$ cat src/rtl/eucl_pkg.sv
// Purpose: shared opcodes, FSM states, ALU select codes, scratch addresses and IR field helpers.
// Latency: n/a (types, constants and pure functions only).
// Backpressure: n/a.
package eucl_pkg;

    localparam int OPC_W   = 4;
    localparam int INSTR_W = 28;
    localparam int STEP_W  = 3;   // longest sequence (ADD/SUB) runs steps 0..5

    // Opcodes; 8..14 decode as NOP.
    localparam logic [OPC_W-1:0] OP_LOAD = 4'd0;
    localparam logic [OPC_W-1:0] OP_ADD  = 4'd1;
    localparam logic [OPC_W-1:0] OP_SUB  = 4'd2;
    localparam logic [OPC_W-1:0] OP_INC  = 4'd3;
    localparam logic [OPC_W-1:0] OP_CMP  = 4'd4;
    localparam logic [OPC_W-1:0] OP_MOV  = 4'd5;
    localparam logic [OPC_W-1:0] OP_JMP  = 4'd6;
    localparam logic [OPC_W-1:0] OP_JC   = 4'd7;
    localparam logic [OPC_W-1:0] OP_HALT = 4'd15;

    typedef enum logic [2:0] {
        ST_IDLE,
        ST_FETCH,
        ST_DECODE,
        ST_EXEC,
        ST_HALT
    } state_t;

    // ALU function select codes.
    localparam logic [1:0] FSEL_ADD = 2'b00;
    localparam logic [1:0] FSEL_SUB = 2'b01;
    localparam logic [1:0] FSEL_CMP = 2'b10;
    localparam logic [1:0] FSEL_INC = 2'b11;

    // Fixed scratch registers: ALU operands A/B, ALU result, comparator inputs.
    localparam int SCR_OPA   = 0;
    localparam int SCR_OPB   = 1;
    localparam int SCR_RES   = 2;
    localparam int SCR_CMP_A = 4;
    localparam int SCR_CMP_B = 5;

    // Instruction layout: {opcode[27:24], op1[23:16], op2[15:8], op3[7:0]}.
    function automatic logic [OPC_W-1:0] ir_opcode(input logic [INSTR_W-1:0] ir);
        return ir[27:24];
    endfunction

    function automatic logic [7:0] ir_op1(input logic [INSTR_W-1:0] ir);
        return ir[23:16];
    endfunction

    function automatic logic [7:0] ir_op2(input logic [INSTR_W-1:0] ir);
        return ir[15:8];
    endfunction

    function automatic logic [7:0] ir_op3(input logic [INSTR_W-1:0] ir);
        return ir[7:0];
    endfunction

endpackage

$ cat src/rtl/eucl_sequencer_if.sv
// Purpose: execution-unit strobe bus between the sequencer (master) and the register-file/ALU (slave).
// Latency: n/a (wires only).
// Backpressure: none; strobes are single-cycle and always accepted by the unit.
// Signals: eu_we/eu_re/eu_le one-hot-or-zero strobes, eu_addr register address,
//          eu_din immediate for le, eu_fselect ALU select, eu_flags {cmp, zero, so, carry}.
interface eucl_sequencer_if #(
    parameter int AW = 5,
    parameter int DW = 8
);
    logic          eu_we;
    logic          eu_re;
    logic          eu_le;
    logic [AW-1:0] eu_addr;
    logic [DW-1:0] eu_din;
    logic [1:0]    eu_fselect;
    logic [3:0]    eu_flags;

    modport master (
        output eu_we, eu_re, eu_le, eu_addr, eu_din, eu_fselect,
        input  eu_flags
    );

    modport slave (
        input  eu_we, eu_re, eu_le, eu_addr, eu_din, eu_fselect,
        output eu_flags
    );
endinterface

$ cat src/rtl/eucl_useq_rom.sv
// Purpose: micro-op table; maps (opcode, step, operands) to one cycle of execution-unit strobes.
// Latency: purely combinational.
// Backpressure: none; caller advances step every cycle and stops when last is high.
// Ports: opcode/step select the row; a1..a3 are operand register addresses, imm the LOAD immediate;
//        outputs we/re/le/addr/din, fsel_load/fsel_val (ALU select change this step), last (final step).
module eucl_useq_rom
    import eucl_pkg::*;
#(
    parameter int AW = 5,
    parameter int DW = 8
) (
    input  logic [OPC_W-1:0]  opcode,
    input  logic [STEP_W-1:0] step,
    input  logic [AW-1:0]     a1,
    input  logic [AW-1:0]     a2,
    input  logic [AW-1:0]     a3,
    input  logic [DW-1:0]     imm,
    output logic              we,
    output logic              re,
    output logic              le,
    output logic [AW-1:0]     addr,
    output logic [DW-1:0]     din,
    output logic              fsel_load,
    output logic [1:0]        fsel_val,
    output logic              last
);

    localparam logic [AW-1:0] A_OPA   = AW'(SCR_OPA);
    localparam logic [AW-1:0] A_OPB   = AW'(SCR_OPB);
    localparam logic [AW-1:0] A_RES   = AW'(SCR_RES);
    localparam logic [AW-1:0] A_CMP_A = AW'(SCR_CMP_A);
    localparam logic [AW-1:0] A_CMP_B = AW'(SCR_CMP_B);

    always_comb begin
        we        = 1'b0;
        re        = 1'b0;
        le        = 1'b0;
        addr      = '0;
        din       = '0;
        fsel_load = 1'b0;
        fsel_val  = FSEL_ADD;
        last      = 1'b0;

        case (opcode)
            OP_LOAD: begin
                if (step == 3'd0) begin
                    le  = 1'b1;
                    din = imm;
                end else begin
                    we   = 1'b1;
                    addr = a1;
                    last = 1'b1;
                end
            end

            // Stage both operands into the ALU input registers, then read the result back.
            OP_ADD, OP_SUB: begin
                case (step)
                    3'd0: begin re = 1'b1; addr = a2;    end
                    3'd1: begin we = 1'b1; addr = A_OPA; end
                    3'd2: begin re = 1'b1; addr = a3;    end
                    3'd3: begin we = 1'b1; addr = A_OPB; end
                    3'd4: begin
                        re        = 1'b1;
                        addr      = A_RES;
                        fsel_load = 1'b1;
                        fsel_val  = (opcode == OP_SUB) ? FSEL_SUB : FSEL_ADD;
                    end
                    default: begin we = 1'b1; addr = a1; last = 1'b1; end
                endcase
            end

            OP_INC: begin
                case (step)
                    3'd0: begin re = 1'b1; addr = a1;    end
                    3'd1: begin we = 1'b1; addr = A_OPA; end
                    3'd2: begin
                        re        = 1'b1;
                        addr      = A_RES;
                        fsel_load = 1'b1;
                        fsel_val  = FSEL_INC;
                    end
                    default: begin we = 1'b1; addr = a1; last = 1'b1; end
                endcase
            end

            // Final step only switches the ALU to compare; the cmp flag is then live for a later JC.
            OP_CMP: begin
                case (step)
                    3'd0: begin re = 1'b1; addr = a2;      end
                    3'd1: begin we = 1'b1; addr = A_CMP_A; end
                    3'd2: begin re = 1'b1; addr = a3;      end
                    3'd3: begin we = 1'b1; addr = A_CMP_B; end
                    default: begin
                        fsel_load = 1'b1;
                        fsel_val  = FSEL_CMP;
                        last      = 1'b1;
                    end
                endcase
            end

            OP_MOV: begin
                if (step == 3'd0) begin
                    re   = 1'b1;
                    addr = a1;
                end else begin
                    we   = 1'b1;
                    addr = a2;
                    last = 1'b1;
                end
            end

            // JMP, JC, HALT and NOP: single silent step; PC handling lives in the sequencer.
            default: last = 1'b1;
        endcase
    end

endmodule

$ cat src/rtl/eucl_sequencer.sv
// Purpose: fetch/decode/execute sequencer driving the 32x8 register-file/ALU unit.
// Latency: FETCH->FETCH 3..8 cycles by opcode (2 + number of micro-op steps).
// Backpressure: pm_load holds the sequencer in FETCH; an instruction already past FETCH always finishes.
// Ports: clk/rst (sync, active high); start/start_pc launch from IDLE or HALT; imem_addr/imem_data
//        synchronous program memory; eu bus (master); pc, busy, halted, retired status.
module eucl_sequencer
    import eucl_pkg::*;
#(
    parameter int AW    = 5,
    parameter int DW    = 8,
    parameter int IW    = 28,
    parameter int CNT_W = 16
) (
    input  logic             clk,
    input  logic             rst,
    input  logic             start,
    input  logic [AW-1:0]    start_pc,
    input  logic             pm_load,
    output logic [AW-1:0]    imem_addr,
    input  logic [IW-1:0]    imem_data,
    eucl_sequencer_if.master eu,
    output logic [AW-1:0]    pc,
    output logic             busy,
    output logic             halted,
    output logic [CNT_W-1:0] retired
);

    state_t            state_q, state_d;
    logic [AW-1:0]     pc_q, pc_d;
    logic [IW-1:0]     ir_q;
    logic [STEP_W-1:0] step_q;
    logic [1:0]        fsel_q;
    logic [CNT_W-1:0]  retired_q;

    logic              capture_ir;
    logic              retire;
    logic              in_exec;

    logic [OPC_W-1:0]  opcode;
    logic [DW-1:0]     op1, op2, op3;
    logic [AW-1:0]     a1, a2, a3;

    logic              rom_we, rom_re, rom_le;
    logic [AW-1:0]     rom_addr;
    logic [DW-1:0]     rom_din;
    logic              rom_fsel_load;
    logic [1:0]        rom_fsel_val;
    logic              rom_last;

    // Register addresses use only the low AW bits of each operand byte.
    assign opcode = ir_opcode(ir_q);
    assign op1    = ir_op1(ir_q);
    assign op2    = ir_op2(ir_q);
    assign op3    = ir_op3(ir_q);
    assign a1     = op1[AW-1:0];
    assign a2     = op2[AW-1:0];
    assign a3     = op3[AW-1:0];

    logic unused_ok;
    assign unused_ok = ^{op1[DW-1:AW], op3[DW-1:AW], eu.eu_flags[2:0]};

    eucl_useq_rom #(
        .AW (AW),
        .DW (DW)
    ) u_rom (
        .opcode    (opcode),
        .step      (step_q),
        .a1        (a1),
        .a2        (a2),
        .a3        (a3),
        .imm       (op2),
        .we        (rom_we),
        .re        (rom_re),
        .le        (rom_le),
        .addr      (rom_addr),
        .din       (rom_din),
        .fsel_load (rom_fsel_load),
        .fsel_val  (rom_fsel_val),
        .last      (rom_last)
    );

    always_comb begin
        state_d    = state_q;
        pc_d       = pc_q;
        capture_ir = 1'b0;
        retire     = 1'b0;

        case (state_q)
            ST_IDLE, ST_HALT: begin
                if (start) begin
                    pc_d    = start_pc;
                    state_d = ST_FETCH;
                end
            end
            ST_FETCH: begin
                if (!pm_load) state_d = ST_DECODE;
            end
            ST_DECODE: begin
                capture_ir = 1'b1;
                state_d    = ST_EXEC;
            end
            ST_EXEC: begin
                if (rom_last) begin
                    retire = 1'b1;
                    case (opcode)
                        OP_JMP:  pc_d = a1;
                        OP_JC:   pc_d = eu.eu_flags[3] ? a1 : pc_q + AW'(1);
                        OP_HALT: pc_d = pc_q;
                        default: pc_d = pc_q + AW'(1);
                    endcase
                    state_d = (opcode == OP_HALT) ? ST_HALT : ST_FETCH;
                end
            end
            default: state_d = ST_IDLE;
        endcase
    end

    always_ff @(posedge clk) begin
        if (rst) begin
            state_q   <= ST_IDLE;
            pc_q      <= '0;
            ir_q      <= '0;
            step_q    <= '0;
            fsel_q    <= FSEL_ADD;
            retired_q <= '0;
        end else begin
            state_q <= state_d;
            pc_q    <= pc_d;
            if (capture_ir) begin
                ir_q   <= imem_data;
                step_q <= '0;
            end else if (in_exec && !rom_last) begin
                step_q <= step_q + STEP_W'(1);
            end
            if (in_exec && rom_fsel_load) fsel_q <= rom_fsel_val;
            if (retire) retired_q <= retired_q + CNT_W'(1);
        end
    end

    // Outputs depend only on registered state/step/IR. The ALU select bypasses its register
    // during the step that changes it so the new function lines up with that step's re strobe.
    assign in_exec       = (state_q == ST_EXEC);
    assign eu.eu_we      = in_exec & rom_we;
    assign eu.eu_re      = in_exec & rom_re;
    assign eu.eu_le      = in_exec & rom_le;
    assign eu.eu_addr    = in_exec ? rom_addr : '0;
    assign eu.eu_din     = in_exec ? rom_din  : '0;
    assign eu.eu_fselect = (in_exec && rom_fsel_load) ? rom_fsel_val : fsel_q;

    assign imem_addr = (state_q == ST_FETCH) ? pc_q : '0;
    assign pc        = pc_q;
    assign busy      = (state_q != ST_IDLE) && (state_q != ST_HALT);
    assign halted    = (state_q == ST_HALT);
    assign retired   = retired_q;

endmodule

$ cat src/flat_wrapper.sv
// flat-port wrapper written by rule: the top's interface ports become plain ports
module eucl_sequencer_flat import eucl_pkg::*;
#(
    parameter int AW    = 5,
    parameter int DW    = 8,
    parameter int IW    = 28,
    parameter int CNT_W = 16
)
  (clk, rst, start, start_pc, pm_load, imem_addr, imem_data, pc, busy, halted, retired, eu_eu_we, eu_eu_re, eu_eu_le, eu_eu_addr, eu_eu_din, eu_eu_fselect, eu_eu_flags);
  eucl_sequencer_if #(.AW(AW), .DW(DW)) eu_i ();
  input  logic clk;
  input  logic rst;
  input  logic start;
  input  logic [AW-1:0] start_pc;
  input  logic pm_load;
  output logic [AW-1:0] imem_addr;
  input  logic [IW-1:0] imem_data;
  output logic [AW-1:0] pc;
  output logic busy;
  output logic halted;
  output logic [CNT_W-1:0] retired;
  output wire logic [$bits(eu_i.eu_we)-1:0] eu_eu_we;
  output wire logic [$bits(eu_i.eu_re)-1:0] eu_eu_re;
  output wire logic [$bits(eu_i.eu_le)-1:0] eu_eu_le;
  output wire logic [$bits(eu_i.eu_addr)-1:0] eu_eu_addr;
  output wire logic [$bits(eu_i.eu_din)-1:0] eu_eu_din;
  output wire logic [$bits(eu_i.eu_fselect)-1:0] eu_eu_fselect;
  input wire logic [$bits(eu_i.eu_flags)-1:0] eu_eu_flags;
  assign eu_eu_we = eu_i.eu_we;
  assign eu_eu_re = eu_i.eu_re;
  assign eu_eu_le = eu_i.eu_le;
  assign eu_eu_addr = eu_i.eu_addr;
  assign eu_eu_din = eu_i.eu_din;
  assign eu_eu_fselect = eu_i.eu_fselect;
  assign eu_i.eu_flags = eu_eu_flags;
  eucl_sequencer #(.AW(AW), .DW(DW), .IW(IW), .CNT_W(CNT_W)) u_core (.clk(clk), .rst(rst), .start(start), .start_pc(start_pc), .pm_load(pm_load), .imem_addr(imem_addr), .imem_data(imem_data), .eu(eu_i), .pc(pc), .busy(busy), .halted(halted), .retired(retired));
endmodule
$ cat config.mk
export PLATFORM = sky130hd
export DESIGN_NAME = eucl_sequencer_flat
export DESIGN_NICKNAME = d
export VERILOG_FILES = /design/src/rtl/eucl_pkg.sv /design/src/rtl/eucl_sequencer_if.sv /design/src/rtl/eucl_useq_rom.sv /design/src/rtl/eucl_sequencer.sv /design/src/flat_wrapper.sv
export SDC_FILE = /design/constraint.sdc
export NUM_CORES = 1
export LEC_CHECK = 0
export ABC_CLOCK_PERIOD_IN_PS = 2670
export BUFFER_PORTS_ARGS = -buffer_cell sky130_fd_sc_hd__buf_2
export CORE_ASPECT_RATIO = 1.2
export CORE_MARGIN = 4
export CORE_UTILIZATION = 53
export DETAILED_ROUTE_END_ITERATION = 8
export PLACE_DENSITY = 0.85
export SYNTH_ARGS = -nofsm -noshare
export SYNTH_HDL_FRONTEND = slang
export SYNTH_SLANG_ARGS = --single-unit
$ cat constraint.sdc
create_clock -name clk -period 2.67 [get_ports clk]
set_input_delay 0 -clock clk [delete_from_list [all_inputs] [get_ports clk]]
set_output_delay 0 -clock clk [all_outputs]
set_load 0.005 [all_outputs]
# Word-level counts from Yosys, hierarchy flattened
# Index checks and enable logic that the tools add are counted.
word_totals:
  ff_bits: 57
  latchBits: 0
  ramBits: 0
  rom_bits: 0
  input_bits: 41
  out_inout_bits: 46
  word_cells: 102
  mem_count: 0
op_classes:
  n_addsub: 3
  multipliers: 0
  n_div: 0
  order_cmp: 0
  eq_ne: 21
  n_shift: 0
  mux: 47
  bitwise: 3
  reduce_logical: 22
ops:
  columns: ["operator", "count"]
  rows:
  - ["$pmux 5 s5", 2]
  - ["$mux 5", 7]
  - ["$mux 8", 3]
  - ["$pmux 5 s2", 2]
  - ["$pmux 5 s4", 1]
  - ["$mux 1", 18]
  - ["$add 16x1->16 const B", 1]
  - ["$eq 4x3->1 const B", 4]
  - ["$pmux 5 s3", 1]
  - ["$reduce_or 2->1", 7]
  - ["$eq 3x2->1 const B", 4]
  - ["$mux 3", 4]
  - ["$pmux 3 s4", 1]
  - ["$eq 4x2->1 const B", 2]
  - ["$ne 2x2->1 const B", 4]
  - ["$pmux 1 s4", 2]
  - ["$eq 3x1->1 const B", 2]
  - ["$eq 3x3->1 const B", 2]
  - ["$logic_not 3->1", 2]
  - ["$mux 2", 3]
  - ["$pmux 1 s3", 2]
  - ["$pmux 2 s3", 1]
  - ["$reduce_or 3->1", 2]
  - ["$add 5x1->5 const B", 1]
  - ["other kinds (14)", 18]

# Logic depth before layout (Yosys ltp)
logic_depth:
  depth_word: 6
  mapped_depth: 9

# By module
# From an unflattened synthesis, not the netlist that was laid out.
hier_totals:
  cells_unflattened: 409
  hier_area_um2: 3180.6
by_module_without_submodules:
  columns: ["module", "n_inst", "cells_each", "area_per_inst_um2", "seq_area_each_um2"]
  rows:
  - ["eucl_sequencer", 1, 293, 2458.6, 1021.0]
  - ["eucl_useq_rom", 1, 116, 721.9, 0.0]

# Worst setup path before layout
# OpenSTA, ideal clock, no wires.
synth_timing:
  kind: "register to register"
  startpoint: "register u_core.step_q[0]"
  endpoint: "register u_core.retired_q[15], in the netlist u_core.retired[15]"
  arrival_time_ps: 1875
  path_slack_ps: 671
  path_stages_with_launch: 9
  path_buffers: 2
  synth_period_minus_slack_ps: 1999
  path_cell_list: "dfxtp_1 > inv_1 > ha_1 > o21a_1 > o221a_1 > buf_6 > buf_6 > a21oi_2 > mux2_1"
synth_via:
  elab_chain_len: 6
  elab_cells_between_ends: 15
  cone_classes: "4 x eq/ne; 7 x mux; 4 x reduce/logical"
synth_lines:
  columns: ["element", "line_no", "rtl"]
  rows:
  - ["start: declaration", "eucl_sequencer.sv:31", "logic [STEP_W-1:0] step_q;"]
  - ["start signal: assignment", "eucl_sequencer.sv:133", "step_q <= step_q + STEP_W'(1);"]
  - ["$eq 3x2->1 (tied with other cells)", "eucl_useq_rom.sv:58, eucl_useq_rom.sv:89", null]
  - ["$reduce_or 5->1 (no line) (tied with other cells)", null, null]
  - ["$mux 1, on equally long branches", "eucl_useq_rom.sv:58, eucl_useq_rom.sv:74, eucl_useq_rom.sv:89", null]
  - ["$pmux 1 s4 *", "eucl_useq_rom.sv:44", "case (opcode)"]
  - ["$mux 1 *", "eucl_sequencer.sv:103", "if (rom_last) begin"]
  - ["$mux 1 *", "eucl_sequencer.sv:88", "case (state_q)"]
  - ["end signal: assignment", "eucl_sequencer.sv:136", "if (retire) retired_q <= retired_q + CNT_W'(1);"]
  - ["end: declaration", "eucl_sequencer.sv:33", "logic [CNT_W-1:0] retired_q;"]
# Mark *: on every way between the ends. The rest lies on a longest branch, timed or not.
# A chain may end at the register's enable or synchronous reset.

# Worst setup path after layout
layout_timing:
  startpoint: "register u_core.state_q[1]"
  endpoint: "output eu_eu_addr[2]"
layout_via:
  elab_chain_len: 2
layout_lines:
  columns: ["element", "line_no", "rtl"]
  rows:
  - ["start: declaration", "eucl_sequencer.sv:28", "state_t state_q, state_d;"]
  - ["start signal: assignment", "eucl_sequencer.sv:127", "state_q <= state_d;"]
  - ["$eq 3x2->1", "eucl_sequencer.sv:142", "assign in_exec = (state_q == ST_EXEC);"]
  - ["$mux 5", "eucl_sequencer.sv:146", "assign eu.eu_addr = in_exec ? rom_addr : '0;"]
  - ["end: declaration", "flat_wrapper.sv:25", "output wire logic [$bits(eu_i.eu_addr)-1:0] eu_eu_addr;"]
# No other way between the ends.

==> results.md <==
* Status: completed
* Pleak at 0.00168 uW
* Hold WC Path Type: input port to flip-flop
* Die Span X at 80.1 microns
* Synth Area in Adders at 2.65%
* Num CTS Buffers at 5
* Total track usage at 25.1%
* Syn_nets at 489
* Fin. Hold Viols at 0
* VDD IR-drop max at 402 uV
* RD Place Congestion at 0.917
* Area of the core at 6050 sq um
* I/O pins at 87
* XOR/XNOR Fraction of Synth Area at 1.06%
* TritonCTS clock tree: done
* FMAX at 0.400 GHz
* Worst Path Required at 2670 ps
* Sw Share at 28.8%
* Seq/Total Area, Yosys at 30.9%
* Initial DRC Count at 246
* YS warnings at 0
* Fin Setup TNS at 0 ps
* Clock share of power at 32.4%
* Clk sinks at 51
* Synth Area in Compound Gates at 21.0%
* Drt wl/cell at 15.3 microns
* Slew Limit Headroom at 36.0%
* Post-DP HPWL at 6.35 mm
* CP arrival at 2500 ps
* Tmin final at 2500 ps
* Int Pwr at 1220 uW
* Hold Path Sink: u_core.state_q[2]
* Cell Area, Synth at 3310 sq um
* Number of global-route vias before repair at 3418
* # Post-CTS Setup Buffers at 0
* Area contributors post-synth: dfxtp_1, nand2_1, a21oi_1, nor2_1, nor2b_1
* Clock Latency Late Sink at 310 ps
* Vias at 3582
* Clock Pin Slew Worst Setup and Hold Paths at 100 ps
* Hold Crit Start: start
* Unrepaired setup endpoints after global routing: false
* Hold-critical path depth at 3
* Post-route ant nets at 0
* R2R Path End: u_core.retired[0]
* N_diodes at 0
* CP endpoint kind: output pin
* Share of async-settable or async-resettable flops after synthesis at 0%
* Kind of critical path: flip-flop to output pin
* Area growth syn-to-layout at 24.1%
* Bufs on Longest Clock Path at 2
* Max FO, Critical Path at 11
* Largest net degree at the start of global routing at 58
* Top cell type's share of synthesized area at 30.9%
* Post-Syn Instances at 441
* Avg Cell Area, Syn at 7.50 sq um
* Setup Skew at 15.7 ps
* Root Driver: clkbuf_8
* Proportion of synthesized area in mux cells at 7.64%
* Nets@finish at 579
* First-pass GRT wire length at 15.4 mm
* R2r startpoint: u_core.step_q[0]
* DR DRC count at 0
* H-Tree Depth at 2
* Initial Util at 54.7%
* Pins Over Slew Limit at 0
* Die Ht at 94.5 microns
* Vias/cell at 5.83
* Max_cap viols at 0
* Synth Flop Type: dfxtp_1
* Num rows at 31
* Simple-gate share of the synthesized area at 31.6%
* R2r setup slk at 490 ps
* Grt ovf at 0
* CP Launch Type: flip-flop
* Full die area at 7570 sq um
* Power consumption at 1710 uW
* # setup viols final at 0
* Pwr Density at 416 nW/um^2
* Worst-case reg-to-reg path depth at 7
* Net switching power at 492 uW
* First drt pass iteration count at 5
* Largest family of logic cells by synthesized area: simple AND/OR/NAND/NOR gates
* Initial antenna violation count at 0
* Register share of total power at 48.4%
* Synth unique cells at 58
* Port Buf Inserts at 77
* Post-synth EDFFs at 0
* Total Wirelength at 9.37 mm
* Comb pwr share at 19.2%
* Layout cells sized above 1 at 23.3%
* Flops & latches, synth at 51
* Crit share post-route at 93.6%
* Tightest Pin Transition at 960 ps
* Post-synth top area cell: dfxtp_1
metal layers:
metal  vias up  share of wire (%)  global-route usage, %
met2       169                 50                   43.8
met4         0                2.3                   9.58
met5         -                  0                      0
met1      1652                 39                   30.5
li1       1739                  -                      -
met3        22                8.4                   4.48
layout make-up:
type                       instances  area (sq um)
clock buffer                       6          72.6
sequential                        51          1020
multi-input combinational        352          2120
timing repair buffer             114           718
inverter                           7          26.3
tap                               82           103
fill                             513          1950
clock inverter                     2          38.8
critical path: stages, from the launching register on:
cell,delay [ps]
dfxtp_1,480
nand3b_1,410
nor2_2,360
nand2_1,290
a2111o_1,400
o21ai_0,90
buf_2,150
flip-flops by register name, summed over array words and instances (netlist names):
signal / flops
u_core.step_q: 3
u_core.state_q: 3
u_core.retired: 16
u_core.fsel_q: 2
u_core.pc: 5
u_core.ir_q: 22
what timing repair did:
item | in CTS | in global routing
setup endpoints to repair | 0 | 4
hold buffers | 22 | 0
endpoints found under the hold margin | 22 | 0
resized for setup | 0 | 2
power by group through the flow:
stage | Clock [uW] | Sequential (uW) | Combinational (uW)
detailed placement | 0 | 842 | 295
floorplan | 0 | 831 | 211
CTS | 557 | 825 | 321
finish | 554 | 826 | 328
global route | 587 | 831 | 364
global placement | 0 | 841 | 286
metrics by stage:
stage / setup slack (ps) / instance area [sq um] / hold WS (ps) / util, % / instances
2_1_floorplan: 671 / 3310 / 136 / - / 441
3_3_place_gp: 478 / 3760 / 240 / 62.2 / 584
3_5_place_dp: 445 / 3760 / 246 / 62.2 / 584
4_1_cts: 83.4 / 4090 / 25.5 / 67.7 / 614
5_1_grt: 0.909 / 4100 / 41.7 / 67.8 / 614
6_report: 170 / 4100 / 36.3 / 67.8 / 614
cell families after synthesis:
kind of cell    Yosys count
fa+ha+maj                 7
xor+xnor                  4
mux                      23
compound gates          109
buf+inv                  38
flops                    51
simple gates            209
how the worst max path moves through the flow:
stage | startpoint | endpoint | cells after the start
detailed placement | u_core.step_q[0] | eu_eu_addr[2] | 9
global placement | u_core.state_q[1] | eu_eu_addr[2] | 6
global route | u_core.state_q[1] | eu_eu_addr[2] | 6
CTS | u_core.state_q[1] | eu_eu_addr[2] | 6
finish | u_core.state_q[1] | eu_eu_addr[2] | 6
floorplan | u_core.step_q[0] | u_core.retired[15] | 8
synthesized netlist by cell type (3+ instances only):
master and count:
xor2_1 3, o21ai_0 16, mux2_2 13, dfxtp_1 51, ha_1 7, a21oi_1 47, buf_2 9, o22ai_1 3
mux2i_1 5, clkbuf_1 18, nand3_1 18, nand2_1 64, a31oi_1 4, nor3_1 7, mux2_1 5, nand4_1 7
and3_1 3, nand4b_1 4, nor2b_1 24, nor2_1 40, a22oi_1 5, or3_1 4, o211ai_1 3, nand2b_1 10
and2_1 17, a21oi_2 6, inv_1 6, nand3b_1 3
placed cells by master (no fill, tap or decap), types with 6 or more instances in the layout:
cell type / n
inv_1: 6
nand3_1: 18
buf_4: 15
nor2_1: 39
nor3_1: 7
mux2_2: 13
nand4_1: 7
nand2_1: 64
o21ai_0: 16
dfxtp_1: 51
a21oi_1: 47
and2_1: 17
dlygate4sd3_1: 22
a21oi_2: 6
buf_2: 77
nor2b_1: 24
nand2b_1: 10
ha_1: 7
Note: power is estimated with default switching activity, not from simulation.
